==> src/rtl/keypad_pkg.sv <==
// rtl/keypad_pkg.sv - shared key codes and row/column to code map for the keypad scanner
package keypad_pkg;

    localparam logic [3:0] KEY_NONE = 4'hF;
    localparam logic [3:0] KEY_STAR = 4'hA;
    localparam logic [3:0] KEY_HASH = 4'hB;

    // Telephone layout: rows 0..2 hold 1..9, row 3 holds * 0 #
    function automatic logic [3:0] key_map(input logic [1:0] row, input logic [1:0] col);
        logic [3:0] code;
        case (row)
            2'd0: code = {2'b00, col} + 4'd1;
            2'd1: code = {2'b00, col} + 4'd4;
            2'd2: code = {2'b00, col} + 4'd7;
            default: begin
                case (col)
                    2'd0:    code = KEY_STAR;
                    2'd1:    code = 4'd0;
                    default: code = KEY_HASH;
                endcase
            end
        endcase
        return code;
    endfunction

endpackage

==> src/rtl/keypad_debounce.sv <==
// rtl/keypad_debounce.sv - accepts a frame code once it repeats for DEBOUNCE consecutive frames
module keypad_debounce
    import keypad_pkg::*;
#(
    parameter int DEBOUNCE = 4
) (
    input  logic       clk,
    input  logic       rst,
    input  logic       frame_done,
    input  logic [3:0] frame_code,
    output logic [3:0] stable
);

    localparam int CW = (DEBOUNCE > 1) ? $clog2(DEBOUNCE) : 1;
    localparam logic [CW-1:0] CNT_MAX = CW'(DEBOUNCE - 1);

    logic [3:0]    cand;
    logic [CW-1:0] cnt;
    logic [CW-1:0] cnt_next;

    always_comb begin
        cnt_next = '0;
        if (frame_code == cand) begin
            cnt_next = (cnt == CNT_MAX) ? cnt : cnt + CW'(1);
        end
    end

    // A fresh candidate starts at zero, so DEBOUNCE=1 accepts it on the same frame
    always_ff @(posedge clk) begin
        if (rst) begin
            cand   <= KEY_NONE;
            cnt    <= '0;
            stable <= KEY_NONE;
        end else if (frame_done) begin
            cand <= frame_code;
            cnt  <= cnt_next;
            if (cnt_next == CNT_MAX) begin
                stable <= frame_code;
            end
        end
    end

endmodule

==> src/rtl/keypad_scan.sv <==
// rtl/keypad_scan.sv - 4x3 keypad column scanner with row sync, multi-key reject and debounced outputs
module keypad_scan
    import keypad_pkg::*;
#(
    parameter int SCAN_DIV = 1000,
    parameter int DEBOUNCE = 4
) (
    input  logic       clk,
    input  logic       rst,
    input  logic [3:0] key_row,
    output logic [2:0] key_col,
    output logic [9:0] keypad,
    output logic       key_star,
    output logic       key_hash,
    output logic       key_press
);

    localparam int DW = $clog2(SCAN_DIV);
    localparam logic [DW-1:0] DIV_MAX = DW'(SCAN_DIV - 1);

    logic [3:0]    row_meta;
    logic [3:0]    row_sync;
    logic [DW-1:0] div_cnt;
    logic [1:0]    col_idx;
    logic          sample;
    logic [1:0]    acc_cnt;
    logic [3:0]    acc_code;
    logic [1:0]    hits_cnt;
    logic [3:0]    hits_code;
    logic          frame_done;
    logic [3:0]    frame_code;
    logic [3:0]    stable;
    logic [3:0]    prev_stable;

    always_ff @(posedge clk) begin
        if (rst) begin
            row_meta <= 4'hF;
            row_sync <= 4'hF;
        end else begin
            row_meta <= key_row;
            row_sync <= row_meta;
        end
    end

    assign sample  = (div_cnt == DIV_MAX);
    assign key_col = ~(3'b001 << col_idx);

    always_ff @(posedge clk) begin
        if (rst) begin
            div_cnt <= '0;
            col_idx <= 2'd0;
        end else if (sample) begin
            div_cnt <= '0;
            col_idx <= (col_idx == 2'd2) ? 2'd0 : col_idx + 2'd1;
        end else begin
            div_cnt <= div_cnt + DW'(1);
        end
    end

    // Column 0 starts a new frame, so the running tally is ignored there
    always_comb begin
        hits_cnt  = (col_idx == 2'd0) ? 2'd0 : acc_cnt;
        hits_code = (col_idx == 2'd0) ? KEY_NONE : acc_code;
        for (int r = 0; r < 4; r++) begin
            if (!row_sync[r]) begin
                if (hits_cnt != 2'd2) begin
                    hits_cnt = hits_cnt + 2'd1;
                end
                hits_code = key_map(2'(r), col_idx);
            end
        end
    end

    assign frame_done = sample && (col_idx == 2'd2);
    assign frame_code = (hits_cnt == 2'd1) ? hits_code : KEY_NONE;

    always_ff @(posedge clk) begin
        if (rst) begin
            acc_cnt  <= 2'd0;
            acc_code <= KEY_NONE;
        end else if (sample) begin
            acc_cnt  <= hits_cnt;
            acc_code <= hits_code;
        end
    end

    keypad_debounce #(
        .DEBOUNCE(DEBOUNCE)
    ) u_debounce (
        .clk       (clk),
        .rst       (rst),
        .frame_done(frame_done),
        .frame_code(frame_code),
        .stable    (stable)
    );

    always_ff @(posedge clk) begin
        if (rst) begin
            prev_stable <= KEY_NONE;
        end else begin
            prev_stable <= stable;
        end
    end

    assign keypad    = (stable <= 4'd9) ? (10'd1 << stable) : 10'd0;
    assign key_star  = (stable == KEY_STAR);
    assign key_hash  = (stable == KEY_HASH);
    assign key_press = (stable != prev_stable) && (stable != KEY_NONE);

endmodule

==> config.mk <==
export PLATFORM = sky130hd
export DESIGN_NAME = keypad_scan
export DESIGN_NICKNAME = d
export VERILOG_FILES = /design/src/rtl/keypad_pkg.sv /design/src/rtl/keypad_debounce.sv /design/src/rtl/keypad_scan.sv
export SDC_FILE = /design/constraint.sdc
export NUM_CORES = 1
export LEC_CHECK = 0
export BUFFER_PORTS_ARGS = -buffer_cell sky130_fd_sc_hd__buf_4
export CAP_MARGIN = 5
export CORE_UTILIZATION = 50
export DETAILED_ROUTE_END_ITERATION = 10
export GPL_TIMING_DRIVEN = 0
export HOLD_SLACK_MARGIN = 0.03
export PLACE_DENSITY = 0.69
export SETUP_SLACK_MARGIN = 0.4
export SYNTH_ARGS = -nofsm -noshare
export SYNTH_HDL_FRONTEND = slang
export SYNTH_SLANG_ARGS = --single-unit
==> constraint.sdc <==
create_clock -name clk -period 7.8 [get_ports clk]
set_clock_uncertainty 0.05 [all_clocks]
set_input_delay 1.56 -clock clk [delete_from_list [all_inputs] [get_ports clk]]
set_output_delay 1.56 -clock clk [all_outputs]
set_load 0.01 [all_outputs]
==> impl_metrics.tcl <==
set metrics [dict create \
    relSlewSlack_pct 36.43 \
    timing.fmax_mhz 202.3 \
    grt_pass1_wl_mm 8.549 \
    hp-class "reg -> reg" \
    rrSetupSlack_ns 2.86 \
    syn_avg_cell_area_sq_um 8.808 \
    ys_seq_area_share_pct 32.70 \
    synth-edff-count 0 \
    fin_crit_sh_pct 63.39 \
    clock-sinks 40 \
    synth_cell_types 65 \
    worst_r2r_endpoint "u_debounce.stable[0]$_SDFFE_PP1P_" \
    hold_start "row_meta[0]$_SDFF_PP1_" \
    diodes 0 \
    crit_fanout 10 \
    coreArea_sq_um 4723 \
    multi_input_area_sq_um 1465 \
    gp_congestion 0.8290 \
    r2r_start "col_idx[0]$_SDFFE_PP0N_" \
    path_clk_slew_ns 0.08 \
    drt_pass1_iterations 4 \
    ys_ff_latch 40 \
    numPortBuffers 21 \
    nNetsFinal 322 \
    crit_arrival_ns 5.08 \
    post_drt_wl_per_cell_um 13.48 \
    detail-route-antenna-nets 0 \
    cts_setup_buffers 0 \
    setup_violations 0 \
    grt_max_degree 13 \
    finalWorstSetupSlack_ns 2.856 \
    vias 2061 \
    syn_to_final_growth_pct 13.69 \
    status "finished clean" \
    die_h_um 71.98 \
    pwr-share-comb_pct 10.3 \
    critPathRequiredTime_ns 7.93 \
    placed_cells 366 \
    ys_warn_count 0 \
    synthFlopType "dfxtp_1" \
    whs_endpoint "row_sync[0]$_SDFF_PP1_" \
    regArea_sq_um 800.8 \
    fin_crit_ns 4.944 \
    antenna_found_initial 0 \
    clkPwrFrac_pct 36.6 \
    drtIter0Drc 83 \
    dieWidth_um 71.98 \
    instances_no_fill 374 \
    dieArea_sq_um 5181 \
    grtUsageTotal_pct 20.98 \
    synth_nets 294 \
    slew_violations 0 \
    drive_above_1_share_pct 23.45 \
    power_density_nw_per_um2 141.9 \
    clock_path_buffers 2 \
    crit_type "reg -> reg" \
    swShare_pct 24.77 \
    cts_max_level 2 \
    crit_path_end_kind "flop" \
    final-hold-violation-count 0 \
    numCtsBuffers 5 \
    cp-startpoint "col_idx[0]$_SDFFE_PP0N_" \
    grt_overflow 0 \
    max_cap_violations 0 \
    avgViaCountPerCell 5.511 \
    synth_area_sq_um 2449 \
    dpl.hpwl_mm 3.693 \
    worst_slew_pin_slew_ns 0.9449 \
    p_int_mw 0.2971 \
    core.rowCount 25 \
    pwr-share-seq_pct 53.1 \
    p_leak_nw 1.073 \
    p_sw_mw 0.09785 \
    async_reset_ff_share_pct 0 \
    grt_pass1_vias 1878 \
    route.detailed.drc 0 \
    cts_tree "yes" \
    start_util_pct 51.84 \
    cp-start-kind "flop" \
    rr_worst_depth 18 \
    final.setup.tns_ns 0 \
    holdBufCountCts 0 \
    place_ws_ns 2.946 \
    cts_resized 0 \
    drt_wl_total_mm 5.043 \
    rsz0062_at_grt "false" \
    max-vdd-ir-drop_mv 0.1242 \
    clock_latency_ns 0.30 \
    cts-root-buf "clkbuf_8" \
    fill_cells 431 \
    synthCells 278 \
    hold_depth 1 \
    io_pins 22 \
]
[critical path, stage by stage (launching register included)]
cell and delay (ns):
dfxtp_1 0.53, inv_1 0.16, ha_1 0.25, buf_6 0.15
inv_1 0.13, nand2_1 0.10, ha_1 0.29, xor2_1 0.14
a22oi_1 0.37, mux2i_1 0.34, nand3_1 0.24, ha_1 0.37
inv_1 0.08, nand3_1 0.16, o41a_2 0.51, nand3_1 0.10
o22ai_2 0.12, or4_4 0.53, o22a_1 0.20
[power groups by stage]
stage          Combinational [mW]  Sequential [mW]  Clock, mW
4_1_cts                    0.0406            0.210      0.150
6_report                   0.0409            0.210      0.144
2_1_floorplan              0.0309            0.214          0
3_3_place_gp               0.0404            0.214          0
5_1_grt                    0.0449            0.210      0.158
3_5_place_dp               0.0404            0.215          0
[metal layers]
metal,track usage [%],vias to the layer above,routed length (um)
met1,27.74,945,2551
met4,8.061,0,59
li1,-,1065,-
met2,33.75,47,2252
met5,0,-,0
met3,4.306,4,179
[Yosys cell counts, drive strengths merged (3+ instances only)]
cell type / count / area [sq um]
dfxtp: 40 / 800.8
nor2: 29 / 108.9
or2: 14 / 87.58
nor3: 13 / 65.06
inv: 11 / 41.29
xor2: 11 / 96.34
ha: 10 / 125.1
nand2: 10 / 37.54
nand3: 10 / 50.05
buf: 9 / 85.08
a21oi: 8 / 40.04
nor2b: 8 / 50.05
clkbuf: 7 / 56.30
o21ai: 7 / 38.79
o21bai: 7 / 52.55
nand2b: 6 / 37.54
a211oi: 5 / 42.54
and3: 4 / 25.02
mux2i: 4 / 40.04
nand3b: 4 / 33.78
nor4: 4 / 25.02
o22a: 4 / 35.03
a211o: 3 / 26.28
a22oi: 3 / 22.52
a31oi: 3 / 18.77
nor3b: 3 / 27.52
o211ai: 3 / 22.52
or3: 3 / 18.77
[cells in the final DEF (no fill, tap or decap), types with 3 or more instances in the layout]
cell type / instances
a211o_1: 3
a211oi_1: 4
a21oi_1: 8
a22oi_1: 3
a31oi_1: 3
and3_1: 4
buf_4: 22
buf_6: 6
clkbuf_1: 5
clkbuf_8: 9
dfxtp_1: 40
ha_1: 10
inv_1: 10
mux2i_1: 4
nand2_1: 10
nand2b_1: 6
nand3_1: 10
nand3b_1: 3
nor2_1: 29
nor2b_1: 8
nor3_1: 13
nor4_1: 4
o211ai_1: 3
o21ai_0: 6
o21bai_1: 7
o22a_1: 4
or2_2: 14
or3_1: 3
xor2_1: 11
[kinds of logic (layout without fill, tap and decap cells)]
group                    after synthesis  in the layout  synth area share (%)
AND/OR/NAND/NOR                      121            121                 28.10
AO/OA/AOI/OAI                         63             63                 20.34
flip-flops                            40             40                 32.70
buffers and inverters                 27             56                 7.460
XOR/XNOR                              13             13                 4.650
adder cells (fa/ha/maj)               10             10                 5.110
multiplexers                           4              4                 1.635
[cell type report]
| cell class | count | share of cell area, % |
|---|---|---|
| Clock buffer | 7 | 3.101 |
| Inverter | 11 | 1.483 |
| Tap cell | 67 | 3.011 |
| Multi-Input combinational cell | 211 | 52.63 |
| Clock inverter | 1 | 0.2697 |
| Buffer | 16 | 5.079 |
| Sequential cell | 40 | 28.76 |
| Timing Repair Buffer | 21 | 5.663 |
[worst max-delay path by stage]
stage	to	slack (ns)
finish	u_debounce.stable[0]$_SDFFE_PP1P_	2.86
global route	u_debounce.stable[2]$_SDFFE_PP1P_	2.56
CTS	u_debounce.stable[0]$_SDFFE_PP1P_	2.91
detailed placement	u_debounce.stable[2]$_SDFFE_PP1P_	2.95
global placement	u_debounce.stable[3]$_SDFFE_PP1P_	2.98
floorplan	u_debounce.stable[3]$_SDFFE_PP1P_	3.51
[state kept, by name (all words and copies together), names as in the netlist]
register	count
row_meta	4
u_debounce.stable	4
col_idx	2
u_debounce.cnt	2
prev_stable	4
acc_code	4
u_debounce.cand	4
row_sync	4
acc_cnt	2
div_cnt	10
[through the flow]
step | hold WS, ns | util (%) | cell area [sq um] | total power [mW]
after floorplan | 0.3395 | - | 2449 | 0.2448
after global placement | 0.3409 | 56.95 | 2690 | 0.2547
after detailed placement | 0.3438 | 56.95 | 2690 | 0.2549
after CTS | 0.3614 | 58.94 | 2784 | 0.4003
after global routing | 0.3692 | 58.94 | 2784 | 0.4134
final | 0.3500 | 58.94 | 2784 | 0.3950
Note: power is estimated with default switching activity, not from simulation.
